**config.mk**
```make
export PLATFORM = sky130hd
export DESIGN_NAME = lamp_fpu_tay_rnd_pack
export DESIGN_NICKNAME = d
export VERILOG_FILES = /design/src/rtl/lamp_fpu_tay_rnd_pack_pkg.sv /design/src/rtl/lamp_fpu_pipe_reg.sv /design/src/rtl/lamp_fpu_tay_rnd_pack.sv
export SDC_FILE = /design/constraint.sdc
export NUM_CORES = 1
export LEC_CHECK = 0
export CORE_ASPECT_RATIO = 0.75
export CORE_UTILIZATION = 55
export DETAILED_ROUTE_END_ITERATION = 16
export HOLD_SLACK_MARGIN = 0.03
export PLACE_DENSITY = 0.95
export SYNTH_ARGS = -nofsm -noshare
export SYNTH_HDL_FRONTEND = slang
export SYNTH_SLANG_ARGS = --single-unit
```
**constraint.sdc**
```tcl
create_clock -name clk -period 6.3 [get_ports clk]
set_input_delay 1.26 -clock clk [delete_from_list [all_inputs] [get_ports clk]]
set_output_delay 1.26 -clock clk [all_outputs]
set_load 0.01 [all_outputs]
```
**src/rtl/lamp_fpu_tay_rnd_pack_pkg.sv**
```systemverilog
// Shared constants, flag type and round-to-nearest-even helper for the
// Taylor-path round-and-pack stage.
package taylor_pkg;

  localparam int unsigned LAMP_FLOAT_F_DW = 7;
  localparam int unsigned LAMP_FLOAT_E_DW = 8;
  localparam logic [LAMP_FLOAT_E_DW-1:0] LAMP_FLOAT_E_MAX = '1;

  // Bit positions of the rounding fields at the bottom of the multiplier's f word.
  localparam int unsigned IDX_S   = 0;
  localparam int unsigned IDX_R   = 1;
  localparam int unsigned IDX_G   = 2;
  localparam int unsigned IDX_LSB = 3;

  typedef struct packed {
    logic ovf;
    logic unf;
    logic nx;
  } rnd_flags_t;

  function automatic logic FUNC_rndInc(input logic lsb, input logic g,
                                       input logic r, input logic s);
    return g & (r | s | lsb);
  endfunction

endpackage

```
**src/rtl/lamp_fpu_pipe_reg.sv**
```systemverilog
// One valid/ready register slice: accepts when empty or when its content
// drains in the same cycle, so back-to-back transfers run without bubbles.
module lamp_fpu_pipe_reg #(
  parameter int unsigned WIDTH = 8
) (
  input  logic             clk,
  input  logic             rst,
  input  logic             valid_i,
  output logic             ready_o,
  input  logic [WIDTH-1:0] data_i,
  output logic             valid_o,
  output logic [WIDTH-1:0] data_o,
  input  logic             ready_i
);

  logic             r_valid;
  logic [WIDTH-1:0] r_data;
  logic             w_load;

  assign ready_o = !r_valid || ready_i;
  assign w_load  = valid_i && ready_o;
  assign valid_o = r_valid;
  assign data_o  = r_data;

  // NOTE: sequential state uses non-blocking assignments so every register
  // samples the pre-edge value of the others, independent of block order.
  // NOTE: the data register is reset as well because the packed result must
  // read zero out of reset; a pure datapath slice would normally skip it.
  always_ff @(posedge clk or negedge rst) begin
    if (!rst) begin
      r_valid <= 1'b0;
      r_data  <= '0;
    end else begin
      if (ready_o) r_valid <= valid_i;
      if (w_load)  r_data  <= data_i;
    end
  end

endmodule

```
**src/rtl/lamp_fpu_tay_rnd_pack.sv**
```systemverilog
// Round-to-nearest-even and pack of the Taylor-path multiplier result into a
// 1+E_DW+F_DW float, two valid/ready stages, sticky {ovf, unf, nx} flags.
module lamp_fpu_tay_rnd_pack
  import taylor_pkg::*;
#(
  parameter int unsigned F_DW = LAMP_FLOAT_F_DW,
  parameter int unsigned E_DW = LAMP_FLOAT_E_DW
) (
  input  logic                   clk,
  input  logic                   rst,
  input  logic                   valid_i,
  output logic                   ready_o,
  input  logic                   s_i,
  input  logic [E_DW-1:0]        e_i,
  input  logic [F_DW+4:0]        f_i,
  input  logic                   isToRound_i,
  input  logic                   isOverflow_i,
  input  logic                   isUnderflow_i,
  output logic [E_DW+F_DW:0]     res_o,
  output logic                   valid_o,
  input  logic                   ready_i,
  input  logic                   clr_flags_i,
  output logic [2:0]             flags_o
);

  localparam int unsigned        RES_W = 1 + E_DW + F_DW;
  localparam logic [E_DW-1:0]    E_MAX = {E_DW{1'b1}};

  typedef struct packed {
    logic            s;
    logic [E_DW-1:0] e;
    logic [F_DW:0]   mant;
    logic            inc;
    logic            to_round;
    logic            ovf;
    logic            unf;
    logic            nx;
  } s1_t;

  s1_t               w_s1_d, w_s1_q;
  logic              w_v1, w_s2_rdy, w_s2_load;
  logic [F_DW+1:0]   w_m;
  logic [E_DW-1:0]   w_e_rnd;
  logic [F_DW-1:0]   w_frac;
  logic              w_ovf;
  logic [RES_W-1:0]  w_res;
  rnd_flags_t        w_flags, r_flags;
  logic              w_unused_f_ovf;

  // The mantissa overflow bit is already normalised away upstream; isOverflow_i carries it.
  assign w_unused_f_ovf = f_i[F_DW+4];

  always_comb begin
    w_s1_d          = '0;
    w_s1_d.s        = s_i;
    w_s1_d.e        = e_i;
    w_s1_d.mant     = f_i[F_DW+3:IDX_LSB];
    w_s1_d.inc      = isToRound_i && !isOverflow_i &&
                      FUNC_rndInc(f_i[IDX_LSB], f_i[IDX_G], f_i[IDX_R], f_i[IDX_S]);
    w_s1_d.to_round = isToRound_i;
    w_s1_d.nx       = isToRound_i && (|f_i[IDX_G:IDX_S]);
    w_s1_d.ovf      = isToRound_i && isOverflow_i;
    w_s1_d.unf      = isToRound_i && (isUnderflow_i || (e_i == '0 && (|f_i[IDX_G:IDX_S])));
  end

  lamp_fpu_pipe_reg #(.WIDTH($bits(s1_t))) u_stage1 (
    .clk     (clk),
    .rst     (rst),
    .valid_i (valid_i),
    .ready_o (ready_o),
    .data_i  (w_s1_d),
    .valid_o (w_v1),
    .data_o  (w_s1_q),
    .ready_i (w_s2_rdy)
  );

  // NOTE: every signal written in always_comb gets a default first; a path
  // that leaves one unassigned would infer a latch.
  always_comb begin
    w_m     = {1'b0, w_s1_q.mant} + {{(F_DW+1){1'b0}}, w_s1_q.inc};
    w_e_rnd = w_s1_q.e;
    w_frac  = w_m[F_DW-1:0];
    if (w_m[F_DW+1]) begin
      w_e_rnd = w_s1_q.e + E_DW'(1);
      w_frac  = w_m[F_DW:1];
    end else if (w_s1_q.e == '0 && w_m[F_DW]) begin
      // Rounding lifted a denormal into the normal range.
      w_e_rnd = E_DW'(1);
    end

    w_ovf = w_s1_q.to_round &&
            (w_s1_q.ovf || w_s1_q.e == E_MAX || w_e_rnd == E_MAX);

    w_flags.ovf = w_ovf;
    w_flags.unf = w_s1_q.unf;
    w_flags.nx  = w_s1_q.nx;

    w_res = {w_s1_q.s, w_e_rnd, w_frac};
    if (!w_s1_q.to_round) begin
      w_res   = {w_s1_q.s, w_s1_q.e, w_s1_q.mant[F_DW-1:0]};
      w_flags = '0;
    end else if (w_ovf) begin
      w_res = {w_s1_q.s, E_MAX, {F_DW{1'b0}}};
    end
  end

  lamp_fpu_pipe_reg #(.WIDTH(RES_W)) u_stage2 (
    .clk     (clk),
    .rst     (rst),
    .valid_i (w_v1),
    .ready_o (w_s2_rdy),
    .data_i  (w_res),
    .valid_o (valid_o),
    .data_o  (res_o),
    .ready_i (ready_i)
  );

  assign w_s2_load = w_v1 && w_s2_rdy;

  // A clear coinciding with a load keeps only the newly loaded flags.
  always_ff @(posedge clk or negedge rst) begin
    if (!rst) begin
      r_flags <= '0;
    end else if (w_s2_load) begin
      r_flags <= clr_flags_i ? w_flags : (r_flags | w_flags);
    end else if (clr_flags_i) begin
      r_flags <= '0;
    end
  end

  assign flags_o = r_flags;

endmodule

```
==> results.sh <==
export IMPL_status="completed"
export IMPL_avgRoutedWirePerCell_um=16.1
export IMPL_final_hold_viol_count=0
export IMPL_fin_crit_sh_pct=58.2
export IMPL_drive_gt1_share_pct=11.8
export IMPL_yosys_area_share_xor_xnor_pct=0.741
export IMPL_io_buffer_count=48
export IMPL_dr_pass1_iters=5
export IMPL_final_common_cell="clkdlybuf4s50_1"
export IMPL_max_freq_mhz=273
export IMPL_fin_tns_setup_ns=0
export IMPL_slew_headroom_pct=34.9
export IMPL_grt_max_degree=44
export IMPL_diodes=0
export IMPL_synth_edf_count=0
export IMPL_critPathArrivalTime_ns=2.41
export IMPL_finalCriticalPeriod_ns=3.67
export IMPL_synth_top_area_share_pct=45.5
export IMPL_layout_common_cells="47 x clkdlybuf4s50_1, 43 x dfrtp_1, 26 x nand2_1"
export IMPL_wl_mm=5.50
export IMPL_die_h_um=58.8
export IMPL_placed_cell_area_um2=2840
export IMPL_crit_type="input pin to primary output"
export IMPL_gp_congestion=0.895
export IMPL_critical_path_startpoint="ready_i"
export IMPL_yosys_area_share_simple_pct=19.5
export IMPL_die_area_um2=4570
export IMPL_yosysWarnings=0
export IMPL_track_usage_pct=26.9
export IMPL_cp_required_ns=5.04
export IMPL_seq_area_um2=1080
export IMPL_syn_inst=245
export IMPL_seq_area_frac_synth_pct=45.5
export IMPL_clkLatencyLatePin_ns=0.30
export IMPL_crit_fanout=3
export IMPL_end_kind="primary output"
export IMPL_cts_num_sinks=43
export IMPL_post_route_drc_count=0
export IMPL_dp_slack_ns=2.64
export IMPL_synth_top_cell_by_area="dfrtp_1"
export IMPL_p_leak_nw=1.18
export IMPL_ir_drop_mv=0.136
export IMPL_cts_buffer_depth=2
export IMPL_first_global_vias=1902
export IMPL_via_count=2100
export IMPL_final_cell_area_um2=2920
export IMPL_htreeDepth=2
export IMPL_clkTransAtPathRegs_ns=0.08
export IMPL_ys_types=50
export IMPL_first_iter_violations=257
export IMPL_grt_pass1_wl_mm=9.37
export IMPL_synth_top_family_by_area="simple AND/OR/NAND/NOR gates"
export IMPL_ys_flop_type="dfrtp_1"
export IMPL_synth_compound_area_share_pct=18.3
export IMPL_start_util_pct=58.0
export IMPL_synth_seq_cells=43
export IMPL_core_area_um2=4080
export IMPL_cts_root_buf="clkbuf_8"
export IMPL_r2r_start="u_stage1.data_o[5]"
export IMPL_cp_start_kind="input pin"
export IMPL_grtUsageMet1_pct=37.5
export IMPL_ios=50
export IMPL_cts_buffers_inserted=5
export IMPL_drv_slew=0
export IMPL_dieWidth_um=77.7
export IMPL_post_cts_buffers=0
export IMPL_tightestPinTransition_ns=0.974
export IMPL_powerDensity_nw_per_um2=266
export IMPL_area_growth_syn_to_layout_pct=23.5
export IMPL_syn_nets=278
export IMPL_met2_usage_pct=43.1
export IMPL_syn_area_per_cell_um2=9.65
export IMPL_grt_busiest_layer="met2"
export IMPL_syn_area_um2=2360
export IMPL_worst_slack_ns=2.63
export IMPL_use_met3_pct=5.58
export IMPL_max_cap_violations=0
export IMPL_num_rows=20
export IMPL_ys_async_sr_fraction_pct=100
export IMPL_cts_hold_buf=0
export IMPL_nets=319
export IMPL_synth_area_leaders="dfrtp_1 46%, mux2_2 8.6%, nand2_1 4.1%"
export IMPL_r2r_slack_ns=3.38
export IMPL_instances_no_fill=342
export IMPL_rsz0062_at_grt="false"
export IMPL_setup_viol=0
export IMPL_min_from="u_stage1.data_o[21]"
export IMPL_via_per_inst=6.14
export IMPL_ant_nets=0
export IMPL_cts_resized=0
export IMPL_cts_tree="yes"
export IMPL_nFillCells=312
export IMPL_hpwl_mm=4.04
export IMPL_skew_ns=0.00976
export IMPL_dp_cells=334
export IMPL_synthAdderAreaFrac_pct=2.12
export IMPL_antenna_found_initial=0
export IMPL_synth_mux_area_share_pct=8.99
export IMPL_multi_input_area_um2=1170
export IMPL_hold_path_class="flop to flop"
export IMPL_overflow=0
-- where the power goes --
part	switching [mW]	internal, mW
sequential	0.0558	0.324
clock	0.0921	0.0774
combinational	0.105	0.122
total	0.253	0.524
-- per-layer routing --
layer | wire length [um] | vias up | part of all wire (%)
met5 | 0 | - | 0
li1 | - | 991 | -
met3 | 396 | 9 | 7.2
met2 | 2520 | 99 | 46
met1 | 2510 | 1001 | 46
met4 | 63 | 0 | 1.1
-- cell usage after synthesis (all sizes together) (2+ instances only) --
| cell | count |
|---|---|
| a211o | 2 |
| a211oi | 4 |
| a21oi | 17 |
| a31oi | 6 |
| a32oi | 2 |
| and3 | 5 |
| and4 | 2 |
| buf | 3 |
| clkbuf | 11 |
| dfrtp | 43 |
| ha | 4 |
| inv | 11 |
| mux2 | 18 |
| nand2 | 26 |
| nand2b | 6 |
| nand3 | 11 |
| nand4 | 4 |
| nor2 | 17 |
| nor3 | 2 |
| nor4 | 8 |
| o21ai | 12 |
| o22ai | 3 |
| o311a | 2 |
| o31ai | 2 |
| o41ai | 2 |
| or3 | 2 |
| xor2 | 2 |
-- final cells by class --
class	instances	share of cell area [%]
clock buffers	6	2.48
multi-input cells	177	40.2
repair buffers	48	16.3
flip-flops and latches	43	36.8
well taps	55	2.36
inverters	11	1.41
clock inverters	2	0.428
-- critical path, stage by stage --
cell,delay (ns)
clkdlybuf4s50_1,0.46
nand3b_1,0.14
clkdlybuf4s50_1,0.55
-- worst paths after layout --
check / endpoint / cells after the start
max in group asynchronous: u_stage2.data_o[8] / 1
max reg2reg: u_stage2.data_o[10] / 9
min in group asynchronous: u_stage1.data_o[13] / 1
min: u_stage2.data_o[15] / 2
max: ready_o / 3
min reg2reg: u_stage2.data_o[15] / 2
-- sequential cells by signal (all words and copies together) (netlist names) --
signal	cells
u_stage1.valid_o	1
u_stage2.data_o	16
flags_o	3
u_stage1.data_o	22
u_stage2.valid_o	1
-- through the flow --
stage | util (%) | total power [mW] | hold WS [ns]
after floorplan | - | 0.499 | 0.433
after global placement | 69.5 | 0.598 | 0.445
after detailed placement | 69.5 | 0.611 | 0.465
after CTS | 71.6 | 0.779 | 0.484
after global routing | 71.6 | 0.825 | 0.507
final | 71.6 | 0.776 | 0.476
-- cells by family after synthesis --
family / count (synthesis)
buf+inv: 25
simple gates: 89
mux: 19
fa+ha+maj: 4
xor+xnor: 2
flops: 43
compound gates: 63
Note: power is estimated with default switching activity, not from simulation.
